`src/rtl/datmem_reader.sv`:
```
`timescale 1ns/1ps
// datmem_reader
//   Walks a programmed address range of the 16-bit processor's data memory
//   and streams each word, tagged with its address, over a valid/ready
//   handshake. Read-only: rwb is held at 1 permanently.
//
// Ports
//   clk, rst        clock, synchronous active-high reset
//   start           one-cycle read-out request (honoured only in IDLE)
//   base, count     first address and word count (0..256), captured with start
//   mem_dout        combinational datmem read data for the current dadd
//   dadd, rwb       datmem address (registered) and read/write select
//   m_data, m_addr  streamed word and the address it came from
//   m_valid/m_ready output handshake
//   busy            read-out in progress
//   done            one-cycle completion pulse
module datmem_reader #(
  parameter int ADDR_W = 8,
  parameter int DATA_W = 16
) (
  input  logic              clk,
  input  logic              rst,
  input  logic              start,
  input  logic [ADDR_W-1:0] base,
  input  logic [ADDR_W:0]   count,
  input  logic [DATA_W-1:0] mem_dout,
  output logic [ADDR_W-1:0] dadd,
  output logic              rwb,
  output logic [DATA_W-1:0] m_data,
  output logic [ADDR_W-1:0] m_addr,
  output logic              m_valid,
  input  logic              m_ready,
  output logic              busy,
  output logic              done
);

  typedef enum logic [1:0] {
    S_IDLE  = 2'd0,
    S_FETCH = 2'd1,
    S_SEND  = 2'd2,
    S_DONE  = 2'd3
  } state_t;

  localparam logic [ADDR_W:0]   CNT_ZERO = {(ADDR_W+1){1'b0}};
  localparam logic [ADDR_W:0]   CNT_ONE  = {{ADDR_W{1'b0}}, 1'b1};
  localparam logic [ADDR_W-1:0] ADDR_ONE = {{(ADDR_W-1){1'b0}}, 1'b1};

  state_t              state_q;
  logic [ADDR_W-1:0]   dadd_q;
  logic [DATA_W-1:0]   m_data_q;
  logic [ADDR_W-1:0]   m_addr_q;
  logic                m_valid_q;
  logic                busy_q;
  logic                done_q;
  // Needs ADDR_W+1 bits so a full-memory read-out (256 words) is representable.
  logic [ADDR_W:0]     remaining_q;

  // Read-out FSM; every output is a register updated here.
  always_ff @(posedge clk) begin
    if (rst) begin
      state_q     <= S_IDLE;
      dadd_q      <= {ADDR_W{1'b0}};
      m_data_q    <= {DATA_W{1'b0}};
      m_addr_q    <= {ADDR_W{1'b0}};
      m_valid_q   <= 1'b0;
      busy_q      <= 1'b0;
      done_q      <= 1'b0;
      remaining_q <= CNT_ZERO;
    end else begin
      // done is a pulse: only the transition into DONE raises it.
      done_q <= 1'b0;
      case (state_q)
        S_IDLE: begin
          if (start) begin
            if (count != CNT_ZERO) begin
              dadd_q      <= base;
              remaining_q <= count;
              busy_q      <= 1'b1;
              state_q     <= S_FETCH;
            end else begin
              // Empty read-out: report completion without ever going busy.
              done_q  <= 1'b1;
              state_q <= S_DONE;
            end
          end else begin
            state_q <= S_IDLE;
          end
        end
        S_FETCH: begin
          // dadd has been stable all cycle, so mem_dout has settled.
          m_data_q  <= mem_dout;
          m_addr_q  <= dadd_q;
          m_valid_q <= 1'b1;
          state_q   <= S_SEND;
        end
        S_SEND: begin
          // m_valid is always high in SEND, so m_ready alone means accept.
          if (m_ready) begin
            m_valid_q   <= 1'b0;
            remaining_q <= remaining_q - CNT_ONE;
            if (remaining_q == CNT_ONE) begin
              busy_q  <= 1'b0;
              done_q  <= 1'b1;
              state_q <= S_DONE;
            end else begin
              // Natural modulo-2^ADDR_W wrap carries the range through 0.
              dadd_q  <= dadd_q + ADDR_ONE;
              state_q <= S_FETCH;
            end
          end else begin
            state_q <= S_SEND;
          end
        end
        S_DONE: begin
          state_q <= S_IDLE;
        end
        default: begin
          state_q   <= S_IDLE;
          m_valid_q <= 1'b0;
          busy_q    <= 1'b0;
        end
      endcase
    end
  end

  assign dadd    = dadd_q;
  assign rwb     = 1'b1;
  assign m_data  = m_data_q;
  assign m_addr  = m_addr_q;
  assign m_valid = m_valid_q;
  assign busy    = busy_q;
  assign done    = done_q;

endmodule

```
`config.mk`:
```
export PLATFORM = sky130hd
export DESIGN_NAME = datmem_reader
export DESIGN_NICKNAME = d
export VERILOG_FILES = /design/src/rtl/datmem_reader.sv
export SDC_FILE = /design/constraint.sdc
export NUM_CORES = 1
export LEC_CHECK = 0
export BUFFER_PORTS_ARGS = -buffer_cell sky130_fd_sc_hd__buf_2
export CAP_MARGIN = 20
export CORE_ASPECT_RATIO = 1.5
export CORE_MARGIN = 2
export CORE_UTILIZATION = 40
export DETAILED_ROUTE_END_ITERATION = 6
export PLACE_DENSITY = 0.72
export SETUP_SLACK_MARGIN = 0.05
export SYNTH_ARGS = -nofsm -noshare
export SYNTH_HDL_FRONTEND = slang
export SYNTH_SLANG_ARGS = --single-unit
```
`constraint.sdc`:
```
create_clock -name clk -period 5.2 [get_ports clk]
set_input_delay 0.52 -clock clk [delete_from_list [all_inputs] [get_ports clk]]
set_output_delay 0.52 -clock clk [all_outputs]
set_load 0.05 [all_outputs]
```
==> results.sh <==
export IMPL_detail_route_wl_per_cell_um=13.7
export IMPL_antenna_cells_inserted=0
export IMPL_min_delay_path_class="in2reg"
export IMPL_setup_tns_ns=0
export IMPL_crit_type="reg2reg"
export IMPL_multiInputGateArea_sq_mm=0.00118
export IMPL_drc=0
export IMPL_worstSkewPairLatency_ns=0.30
export IMPL_synth_async_reset_ratio_pct=0
export IMPL_via_per_inst=5.46
export IMPL_holdBufCountCts=0
export IMPL_synth_flop_cell="dfxtp_1"
export IMPL_wire_length_of_the_first_global_routing_pass_mm=8.98
export IMPL_power_density_mw_per_mm2=315
export IMPL_die_h_um=96.2
export IMPL_ff_latch_area_sq_um=921
export IMPL_total_leakage_power_uw=0.00110
export IMPL_critical_path_max_fanout=14
export IMPL_layout_commonest_cell="buf_2"
export IMPL_cts_clk_slew_worst_paths_ns=0.09
export IMPL_timing_critical_path_from_type="flop"
export IMPL_peakVddDrop_uv=132
export IMPL_crit_path_required_time_ns=5.34
export IMPL_syn_nets=314
export IMPL_grt_total_usage_pct=18.1
export IMPL_firstDrtPassIters=6
export IMPL_synth_seq_area_share_pct=40.6
export IMPL_setup_viol=0
export IMPL_place_congestion=0.854
export IMPL_synthesis_yosys_warnings=0
export IMPL_ys_ff_latch=46
export IMPL_hold_slack_ns=0.448
export IMPL_grt_start_max_net_pins=48
export IMPL_global_route_overflow_total=0
export IMPL_timing_final_hold_violations=0
export IMPL_initial_antenna_violation_count=0
export IMPL_cts_buffers=5
export IMPL_top_level_ports=73
export IMPL_finalNetCount=371
export IMPL_placement_rows=33
export IMPL_floorplan_initialDensity_pct=41.6
export IMPL_layout_filler_cells=565
export IMPL_routed_wl_mm=5.52
export IMPL_grt_pass1_vias=1974
export IMPL_clock_skew_ns=0.00832
export IMPL_cp_end_kind="flop"
export IMPL_syn_avg_cell_area_sq_um=8.27
export IMPL_grt_setup_unrepaired="false"
export IMPL_postCtsSetupBuffers=0
export IMPL_status="complete, no violations"
export IMPL_dp_slack_ns=2.62
export IMPL_port_buffers=71
export IMPL_synthesis_area_sq_mm=0.00227
export IMPL_clock_tree_htree_level_count=2
export IMPL_post_route_util_pct=48.9
export IMPL_synth_enable_flop_cells=0
export IMPL_cts_resized=0
export IMPL_drv_cap=0
export IMPL_fp_dieW_um=65.5
export IMPL_dpl_hpwl_mm=3.94
export IMPL_area_delta_synth_final_pct=17.5
export IMPL_cts_num_sinks=46
export IMPL_max_slew_margin_pct=32.3
export IMPL_synthesis_instances=274
export IMPL_tritoncts="built"
export IMPL_layout_drive_gt1_share_pct=28.9
export IMPL_tightestPinTransition_ns=1.02
export IMPL_drtIter0Drc=98
export IMPL_root_buffer="clkbuf_8"
export IMPL_critPathArrivalTime_ns=2.57
export IMPL_leading_cell_types_in_the_layout_fill_and_taps_excluded="buf_2 (71), nand2_1 (61), dfxtp_1 (46)"
export IMPL_min_period_over_period_pct=46.7
export IMPL_layout_setup_ws_ns=2.77
export IMPL_synthDistinctLibCells=54
export IMPL_route_antenna_remaining_nets=0
export IMPL_ctsLongestPathBuffers=2
export IMPL_routed_via_count=2196
export IMPL_number_of_max_slew_violations_in_the_final_report=0
export IMPL_dieArea_sq_mm=0.00630
export IMPL_maxClockFrequency_mhz=412
export IMPL_fp_coreArea_sq_mm=0.00545
export IMPL_final_min_clock_period_ns=2.43
final cells by class:
type                            count  area share, %
Clock buffer                        5           2.58
Clock inverter                      3          0.798
Multi-Input combinational cell    201           44.5
Inverter                            5          0.704
Timing Repair Buffer               72           13.6
Tap cell                           70           3.29
Sequential cell                    46           34.6
worst paths after layout:
| path | startpoint | end | depth (start not counted) | slack [ns] |
|---|---|---|---|---|
| setup / recovery | state_q[1] | dadd[5] | 4 | 2.77 |
| hold reg to reg | m_data[15] | m_data[15] | 2 | 0.46 |
| hold / removal | mem_dout[1] | m_data[1] | 3 | 0.45 |
| setup reg to reg | state_q[1] | dadd[5] | 4 | 2.77 |
cell usage after synthesis, types with 2 or more instances:
cell type	n	area, sq um
inv_1	5	18.8
a311oi_2	2	30.0
nand2_1	61	229
or3_1	2	12.5
buf_6	2	22.5
a211oi_1	2	15.0
a21oi_1	34	170
a31oi_1	4	25.0
a211oi_2	5	62.6
o22ai_1	2	12.5
nand2b_1	4	25.0
nor2_1	13	48.8
buf_2	2	10.0
o311ai_0	5	43.8
o31ai_1	6	45.0
dfxtp_1	46	921
o21ai_0	7	35.0
and3_1	5	31.3
nand4_1	4	25.0
clkbuf_1	11	41.3
nor2b_1	2	12.5
clkbuf_8	4	55.1
nand3_1	4	20.0
ha_1	3	37.5
a41oi_1	6	52.6
nor3_1	5	25.0
metrics by stage:
step | total power, uW | cells | instance area (sq um)
floorplan | 577 | 274 | 2270
CTS | 849 | 402 | 2670
finish | 838 | 402 | 2670
global route | 882 | 402 | 2670
global placement | 625 | 394 | 2570
detailed placement | 628 | 394 | 2570
power breakdown:
| group | switching, uW | internal [uW] | leakage [uW] |
|---|---|---|---|
| Sequential | 27.1 | 378 | 0.000376 |
| Combinational | 147 | 66.0 | 0.000676 |
| Clock | 125 | 94.6 | 0.0000441 |
sequential cells by signal, indices dropped and copies added, names as in the netlist:
| signal | count |
|---|---|
| done | 1 |
| m_addr | 8 |
| state_q | 2 |
| m_valid | 1 |
| remaining_q | 9 |
| dadd | 8 |
| m_data | 16 |
| busy | 1 |
worst max-delay path, cell delays in order, from the launching register on:
cell      delay, ns
dfxtp_1        0.41
or2b_2         0.35
a21oi_1        0.79
and3_1         0.56
a311oi_2       0.16
per-layer routing:
layer / vias to the layer above / share of wire (%) / track usage [%]
li1: 1104 / - / -
met1: 1012 / 43 / 20.4
met2: 74 / 50 / 34.1
met3: 6 / 5.5 / 3.98
met4: 0 / 0.87 / 4.17
met5: - / 0 / 0
cells by family (layout without fill, tap and decap cells):
kind of cell	after synthesis	count (layout)	synth area share, %
AOI/OAI and AO/OA	85	85	26.4
adders and majority gates	3	3	1.66
muxes	1	1	0.442
other	1	1	0.165
DFF	46	46	40.6
buffers and inverters	27	85	7.23
and+or+nand+nor	111	111	23.5
(Power assumes the default switching activity.)
